**src/rtl/dispatch_demux_if.sv**
```systemverilog
// Stream bundle for dispatch_demux: one steered input stream and two output streams.
interface dispatch_demux_if #(
  parameter int unsigned WIDTH = 8
);
  logic             in_valid;
  logic             in_ready;
  logic [WIDTH-1:0] in_data;
  logic             in_sel;
  logic             out0_valid;
  logic             out0_ready;
  logic [WIDTH-1:0] out0_data;
  logic             out1_valid;
  logic             out1_ready;
  logic [WIDTH-1:0] out1_data;

  // Producer/consumer side: drives input item and output readys.
  modport master (
    output in_valid, in_data, in_sel, out0_ready, out1_ready,
    input  in_ready, out0_valid, out0_data, out1_valid, out1_data
  );

  // Demux side: accepts input item and presents both output slots.
  modport slave (
    input  in_valid, in_data, in_sel, out0_ready, out1_ready,
    output in_ready, out0_valid, out0_data, out1_valid, out1_data
  );
endinterface

```
**src/rtl/dispatch_demux.sv**
```systemverilog
// dispatch_demux: steers one valid/ready stream to issue slot 0 or 1 by in_sel,
// with per-slot registered storage, flush and 16-bit delivery counters.
// Build option DISPATCH_SKID_EN: 2-entry FIFO per slot (in_ready from registered
// state only); otherwise a 1-entry register per slot.
module dispatch_demux #(
  parameter int unsigned WIDTH = 8
) (
  input  logic                clk,
  input  logic                reset,
  input  logic                flush,
  dispatch_demux_if.slave     bus,
  output logic [15:0]         cnt0,
  output logic [15:0]         cnt1
);

  localparam int unsigned CW = 16;

  logic [1:0]            out_ready_c;
  logic [1:0]            valid_c;
  logic [1:0]            acc_c;
  logic [1:0]            dlv_c;
  logic [1:0][WIDTH-1:0] head_c;
  logic                  in_ready_c;
  logic [1:0][CW-1:0]    cnt_q;

  assign out_ready_c = {bus.out1_ready, bus.out0_ready};
  assign acc_c       = {bus.in_sel, ~bus.in_sel} & {2{bus.in_valid & in_ready_c}};
  assign dlv_c       = valid_c & out_ready_c;

`ifdef DISPATCH_SKID_EN
  logic [1:0][1:0]            count_q;
  logic [1:0]                 rd_q;
  logic [1:0]                 wr_q;
  logic [1:0][1:0][WIDTH-1:0] mem_q;

  // Room check looks only at registered occupancy, so consumer ready never reaches in_ready.
  assign in_ready_c = ~flush & (count_q[bus.in_sel] < 2'd2);

  // Present the oldest entry of each slot FIFO.
  always_comb begin
    valid_c = '0;
    head_c  = '0;
    for (int n = 0; n < 2; n++) begin
      valid_c[n] = (count_q[n] != 2'd0);
      head_c[n]  = mem_q[n][rd_q[n]];
    end
  end

  // Per-slot 2-entry FIFO; flush drops occupancy and realigns pointers.
  always_ff @(posedge clk) begin
    if (reset) begin
      count_q <= '0;
      rd_q    <= '0;
      wr_q    <= '0;
      mem_q   <= '0;
    end else if (flush) begin
      count_q <= '0;
      rd_q    <= '0;
      wr_q    <= '0;
    end else begin
      for (int n = 0; n < 2; n++) begin
        if (acc_c[n]) begin
          mem_q[n][wr_q[n]] <= bus.in_data;
          wr_q[n]           <= ~wr_q[n];
        end
        if (dlv_c[n]) begin
          rd_q[n] <= ~rd_q[n];
        end
        case ({acc_c[n], dlv_c[n]})
          2'b10:   count_q[n] <= count_q[n] + 2'd1;
          2'b01:   count_q[n] <= count_q[n] - 2'd1;
          default: count_q[n] <= count_q[n];
        endcase
      end
    end
  end
`else
  logic [1:0]            full_q;
  logic [1:0][WIDTH-1:0] data_q;

  // A full slot can still take a new item when its consumer drains it this cycle.
  assign in_ready_c = ~flush & (~full_q[bus.in_sel] | out_ready_c[bus.in_sel]);
  assign valid_c    = full_q;
  assign head_c     = data_q;

  // Per-slot holding register; accept wins over deliver so a same-cycle pair replaces.
  always_ff @(posedge clk) begin
    if (reset) begin
      full_q <= '0;
      data_q <= '0;
    end else if (flush) begin
      full_q <= '0;
    end else begin
      for (int n = 0; n < 2; n++) begin
        if (acc_c[n]) begin
          data_q[n] <= bus.in_data;
          full_q[n] <= 1'b1;
        end else if (dlv_c[n]) begin
          full_q[n] <= 1'b0;
        end
      end
    end
  end
`endif

  // Delivery counters ignore flush; a delivery in the flush cycle still counts.
  always_ff @(posedge clk) begin
    if (reset) begin
      cnt_q <= '0;
    end else begin
      for (int n = 0; n < 2; n++) begin
        if (dlv_c[n]) begin
          cnt_q[n] <= cnt_q[n] + CW'(1);
        end
      end
    end
  end

  assign bus.in_ready   = in_ready_c;
  assign bus.out0_valid = valid_c[0];
  assign bus.out0_data  = head_c[0];
  assign bus.out1_valid = valid_c[1];
  assign bus.out1_data  = head_c[1];
  assign cnt0           = cnt_q[0];
  assign cnt1           = cnt_q[1];

endmodule

```
**src/flat_wrapper.sv**
```systemverilog
// flat-port wrapper written by rule: the top's interface ports become plain ports
module dispatch_demux_flat 
#(
  parameter int unsigned WIDTH = 8
)
  (clk, reset, flush, cnt0, cnt1, bus_in_valid, bus_in_data, bus_in_sel, bus_out0_ready, bus_out1_ready, bus_in_ready, bus_out0_valid, bus_out0_data, bus_out1_valid, bus_out1_data);
  dispatch_demux_if #(.WIDTH(WIDTH)) bus_i ();
  input  logic clk;
  input  logic reset;
  input  logic flush;
  output logic [15:0] cnt0;
  output logic [15:0] cnt1;
  input wire logic [$bits(bus_i.in_valid)-1:0] bus_in_valid;
  input wire logic [$bits(bus_i.in_data)-1:0] bus_in_data;
  input wire logic [$bits(bus_i.in_sel)-1:0] bus_in_sel;
  input wire logic [$bits(bus_i.out0_ready)-1:0] bus_out0_ready;
  input wire logic [$bits(bus_i.out1_ready)-1:0] bus_out1_ready;
  output wire logic [$bits(bus_i.in_ready)-1:0] bus_in_ready;
  output wire logic [$bits(bus_i.out0_valid)-1:0] bus_out0_valid;
  output wire logic [$bits(bus_i.out0_data)-1:0] bus_out0_data;
  output wire logic [$bits(bus_i.out1_valid)-1:0] bus_out1_valid;
  output wire logic [$bits(bus_i.out1_data)-1:0] bus_out1_data;
  assign bus_i.in_valid = bus_in_valid;
  assign bus_i.in_data = bus_in_data;
  assign bus_i.in_sel = bus_in_sel;
  assign bus_i.out0_ready = bus_out0_ready;
  assign bus_i.out1_ready = bus_out1_ready;
  assign bus_in_ready = bus_i.in_ready;
  assign bus_out0_valid = bus_i.out0_valid;
  assign bus_out0_data = bus_i.out0_data;
  assign bus_out1_valid = bus_i.out1_valid;
  assign bus_out1_data = bus_i.out1_data;
  dispatch_demux #(.WIDTH(WIDTH)) u_core (.clk(clk), .reset(reset), .flush(flush), .bus(bus_i), .cnt0(cnt0), .cnt1(cnt1));
endmodule
```
**config.mk**
```make
export PLATFORM = sky130hd
export DESIGN_NAME = dispatch_demux_flat
export DESIGN_NICKNAME = d
export VERILOG_FILES = /design/src/rtl/dispatch_demux_if.sv /design/src/rtl/dispatch_demux.sv /design/src/flat_wrapper.sv
export SDC_FILE = /design/constraint.sdc
export NUM_CORES = 1
export LEC_CHECK = 0
export CORE_ASPECT_RATIO = 1.2
export CORE_MARGIN = 2
export CORE_UTILIZATION = 40
export DETAILED_ROUTE_END_ITERATION = 7
export PLACE_DENSITY = 0.82
export SLEW_MARGIN = 30
export SYNTH_ARGS = -nofsm -noshare
export SYNTH_HDL_FRONTEND = slang
export SYNTH_SLANG_ARGS = --single-unit
```
**constraint.sdc**
```tcl
create_clock -name clk -period 1.5 [get_ports clk]
set_input_delay 0.225 -clock clk [delete_from_list [all_inputs] [get_ports clk]]
set_output_delay 0.225 -clock clk [all_outputs]
set_load 0.1 [all_outputs]
```
# Word-level counts from Yosys, hierarchy flattened
# Index checks and enable logic that the tools add are counted.
# classes
n_addsub,2
order_cmp,1
mux,8
n_bitwise,8
n_reduce_logical,5
# op_table
cell,n
$add A16 B1 Y16 const B,2
$mux W1,8
$and A2 B2 Y2,2
$reduce_and A2 Y1,2
$reduce_bool A2 Y1,2
$not A1 Y1,3
$and A1 B1 Y1,2
$lt A1 B2 Y1 const B,1
$reduce_or A2 Y1,1
$or A1 B1 Y1,1
# word_totals
ff_bits,50
out_inout_bits,51
elab_cells,30

# Depth between registers and ports, before layout
# Gate-level depths: netlist (run 1).
# logic_depth
ltp_word,8
mapped_depth,5
depth_no_buf,5

# Least setup slack after synthesis (run 1)
# No wires, ideal clock.
# synth_path
kind,register to output
from,register u_core.full_q[1]
to,output bus_in_ready
t_arrival_ns,2.333
required_ns,1.275
slack_ns,-1.058
path_stages_with_launch,4
n_path_buf,0
path_cell_list,dfxtp_1 > or2b_1 > mux2i_1 > nor2_1
# synth_via
elab_chain_len,5
# synth_rtl
item,line_no,rtl
start: declaration,dispatch_demux.sv:78,logic [1:0] full_q;
start signal: assignment,dispatch_demux.sv:89,full_q <= '0;
start signal: assignment,dispatch_demux.sv:92,full_q <= '0;
start signal: indexed assignment,dispatch_demux.sv:97,full_q[n] <= 1'b1;
$mux W1 (not written as such) (2 in series),dispatch_demux.sv:82,assign in_ready_c = ~flush & (~full_q[bus.in_sel] | out_ready_c[bus.in_sel]);
$not A1 Y1,dispatch_demux.sv:82,
$or A1 B1 Y1,dispatch_demux.sv:82,
$and A1 B1 Y1,dispatch_demux.sv:82,
end: declaration,flat_wrapper.sv:18,output wire logic [$bits(bus_i.in_ready)-1:0] bus_in_ready;
# Every way passes these cells. The select of a mux whose other input is x is not followed.

# Final worst setup path (run 1)
# Same ends and word-level chain as after synthesis.

==> results of run 1 <==
[final timing paths]
path	start	to	slack, ns	cells after the start
min	reset	u_core.cnt1[13]	0.25	2
max	u_core.full_q[1]	bus_in_ready	-0.06	4
max reg2reg	u_core.cnt1[6]	u_core.cnt1[15]	-0.05	5
min reg2reg	u_core.cnt0[13]	u_core.cnt0[13]	0.51	2
[cell type report]
cell class	instances	share of cell area
clock inverter	1	0.00223
tap	62	0.0198
timing repair buffer	98	0.367
inverter	4	0.00383
multi-input combinational	168	0.295
sequential	50	0.282
clock buffer	7	0.0303
[registers in the layout, indices dropped and copies added, names as in the netlist]
name                  cells
u_core.bus.out1_data      8
u_core.cnt0              16
u_core.full_q             2
u_core.bus.out0_data      8
u_core.cnt1              16
[metal layers]
layer  global-route usage  routed length [um]  vias up
met5                    0                   0        -
met4               0.0629                  66        0
met3               0.0483                 267        6
met2                0.314                2830       57
met1                0.218                2220      951
li1                     -                   -      999
[layout by cell type, fill, tap and decap left out, drive strengths merged, types with 5 or more instances in the layout]
| cell type | netlist | routed |
|---|---|---|
| a21oi | 11 | 11 |
| buf | 3 | 85 |
| clkbuf | 7 | 7 |
| clkdlybuf4s50 | 0 | 11 |
| dfxtp | 50 | 50 |
| mux2i | 17 | 17 |
| nand2 | 15 | 15 |
| nand3 | 12 | 12 |
| nand4 | 10 | 10 |
| nor2 | 40 | 40 |
| o21ai | 6 | 6 |
| or3 | 5 | 5 |
| xnor2 | 6 | 6 |
| xor2 | 14 | 14 |
[through the flow]
stage	hold WS, ns	instance area, um2	cells	worst slack [ns]	utilization
finish	0.254	3920	390	-0.0608	0.755
CTS	0.250	3840	385	-0.0673	0.740
global placement	0.477	3640	373	-0.307	0.702
floorplan	0.294	2250	232	-0.234	-
detailed placement	0.489	3640	373	-0.363	0.702
global route	0.272	3920	390	-0.107	0.755
[what timing repair did]
| action | in CTS | in global routing |
|---|---|---|
| resized for setup | 10 | 10 |
| pin swaps | 3 | 8 |
| setup endpoints to repair | 13 | 11 |
| buffers inserted | 4 | 5 |
| hold buffers | 0 | 0 |
| hold endpoints to repair | 0 | 0 |
[kinds of logic (layout without fill, tap and decap cells)]
logic type,count (synthesis),count (layout)
multiplexers,18,18
flip-flops,50,50
XOR/XNOR,20,20
adder cells (fa/ha/maj),2,2
AO/OA/AOI/OAI,21,21
AND/OR/NAND/NOR,107,107
buffers and inverters,14,110
[critical path, delay by kind of cell, from the launching register on]
family | cells | cell delay [ns]
simple gates | 2 | 0.34
flops | 1 | 0.36
buf+inv | 1 | 0.16
mux | 1 | 0.18
[power by group through the flow]
stage	registers [mW]	clock network, mW	logic (mW)
floorplan	1.46	0	0.0729
global placement	1.35	0	0.337
detailed placement	1.35	0	0.343
CTS	1.32	1.01	0.349
global route	1.32	1.05	0.364
finish	1.31	0.984	0.348
==> results.md, run 1 <==
* Status: finished with violations
* Failing checks: setup timing
* Setup Skew at between 0.004 and 0.005 ns
* Most frequent cells after synthesis: 50 x dfxtp_1, 40 x nor2_1, 17 x mux2i_1
* Global route overflow at 0
* Worst setup SP type: flip-flop
* Pin count of the biggest net entering global routing at 42
* Syn_area_per_cell at 9.11 um2
* Min-Delay Path Class: in -> reg
* Main combinational cell family by area after synthesis: simple AND/OR/NAND/NOR gates
* Worst Tran Pin Value at 0.266 ns
* Synth cell types at 33
* Antenna violations before repair at 0
* Number of synthesized flops with an enable pin at 0
* NetSw at 675 uW
* Synth area leaders: dfxtp_1 47%, mux2i_1 8.1%, nor2_1 7.1%
* Final Power at about 2.6 mW
* Most frequent cell after synthesis: dfxtp_1
* Reg area at 1110 um2
* Core area at 5190 um2
* Pwr Density at just under 700 nW/um2
* Synthesis Warnings at 0
* #FFs+latches synth at 50
* Post-synthesis compound-gate area fraction at 0.0551
* Post-route minimum period at 1.56 ns
* Die Y at 83.6 um
* Initial drt markers at 80
* Fill cell count at 317
* Cell area after synthesis at 2110 um2
* Top cell type's share of synthesized area at 0.474
* Core Rows at 29
* CTS Buf Count at 5
* Final period util at 1.04
* Crit-path slowest cell: dfxtp_4
* Clock latency on the worst-skew pair at 0.29 ns
* Share of layout cells above drive strength 1 at 0.445
* DR WL/cell at 13.8 um
* Crit-path cells: or2b_1 -> mux2i_4 -> nor2_4 -> buf_12
* Post-Synth Simple-Gate Area at 0.264
* Rel. slew slack at 0.823
* DRC errors left at 0
* Vias/cell at 5.16
* Final wirelength at about 5400 um
* Setup crit end kind: output port
* Slowest stage delay, CP at roughly 0.36 ns
* Prevailing post-synth register cell: dfxtp_1
* Leakage at 1.54 nW
* Critical Setup Path Class: reg -> out
* CTS clk-pin slew, worst paths at 0.09 ns
* TritonCTS clock tree: yes
* Mapped Cells at 232
* Port bufs at 65
* Number of global-route vias before repair at between 1500 and 2000
* # clock sinks at 50
* Worst VDD drop at 0.736 mV
* DIE AREA at 5880 um2
* CTS max path bufs at 2
* Routability cong. at about 0.83
* Max-Cap Viols at 0
* Global-route wire length before repair at 8850 um
* Clk pwr share at 0.372
* Via count at 2013
* H-tree depth at 2
* Post-synthesis mux area share at 0.0858
* Adder-Cell Fraction of Synth Area at 0.0118
* Setup-failing EPs final at 2
* Seq/Total Area, Yosys at 0.474
* Remaining antenna violation count at 0
* 1st-pass router iterations at 4
* Critical path data arrival time at 1.34 ns
* CTS root buffer: clkbuf_8
* Ys async rst share at 0
* Int Pwr at between 1.5 and 2 mW
* Detailed Place HPWL at approximately 4000 um
* Fmax at 641 MHz
* Nets@finish at 344
* RSZ-0062 raised after global routing: true
* Syn nets at ~250
* Post-route setup TNS at -0.115 ns
* Sw Ratio at 0.255
* Die width at 70.4 um
* Ant diodes at 0
* Final-report hold violation count at 0
* Seq pwr share at 0.497
* Multi-input logic area at 1160 um2
* Xor/xnor share of the synthesized area at 0.0829
* Slew Limit Fails at 0
* Final WS setup at -0.0608 ns
* Worst path required time at 1.27 ns
* Initial Utilization at 0.407
* IO Count at 66
* Leading area contributor after synthesis: dfxtp_1
* Comb pwr share at 0.131
* Area Growth Syn to Fin at 85.5%
* CP max FO at 2
* All-Layer GR Usage at 0.183
No activity file was read; power rests on OpenSTA's default activity.
==> run 2: changes to the inputs <==
--- a/config.mk
+++ b/config.mk
@@ -5,6 +5,7 @@
 export SDC_FILE = /design/constraint.sdc
 export NUM_CORES = 1
 export LEC_CHECK = 0
+export CAP_MARGIN = 20
 export CORE_ASPECT_RATIO = 1.2
 export CORE_MARGIN = 2
 export CORE_UTILIZATION = 40
==> results of run 2 <==
Same layout as run 1: the final DEF is identical, and so are final timing and power.
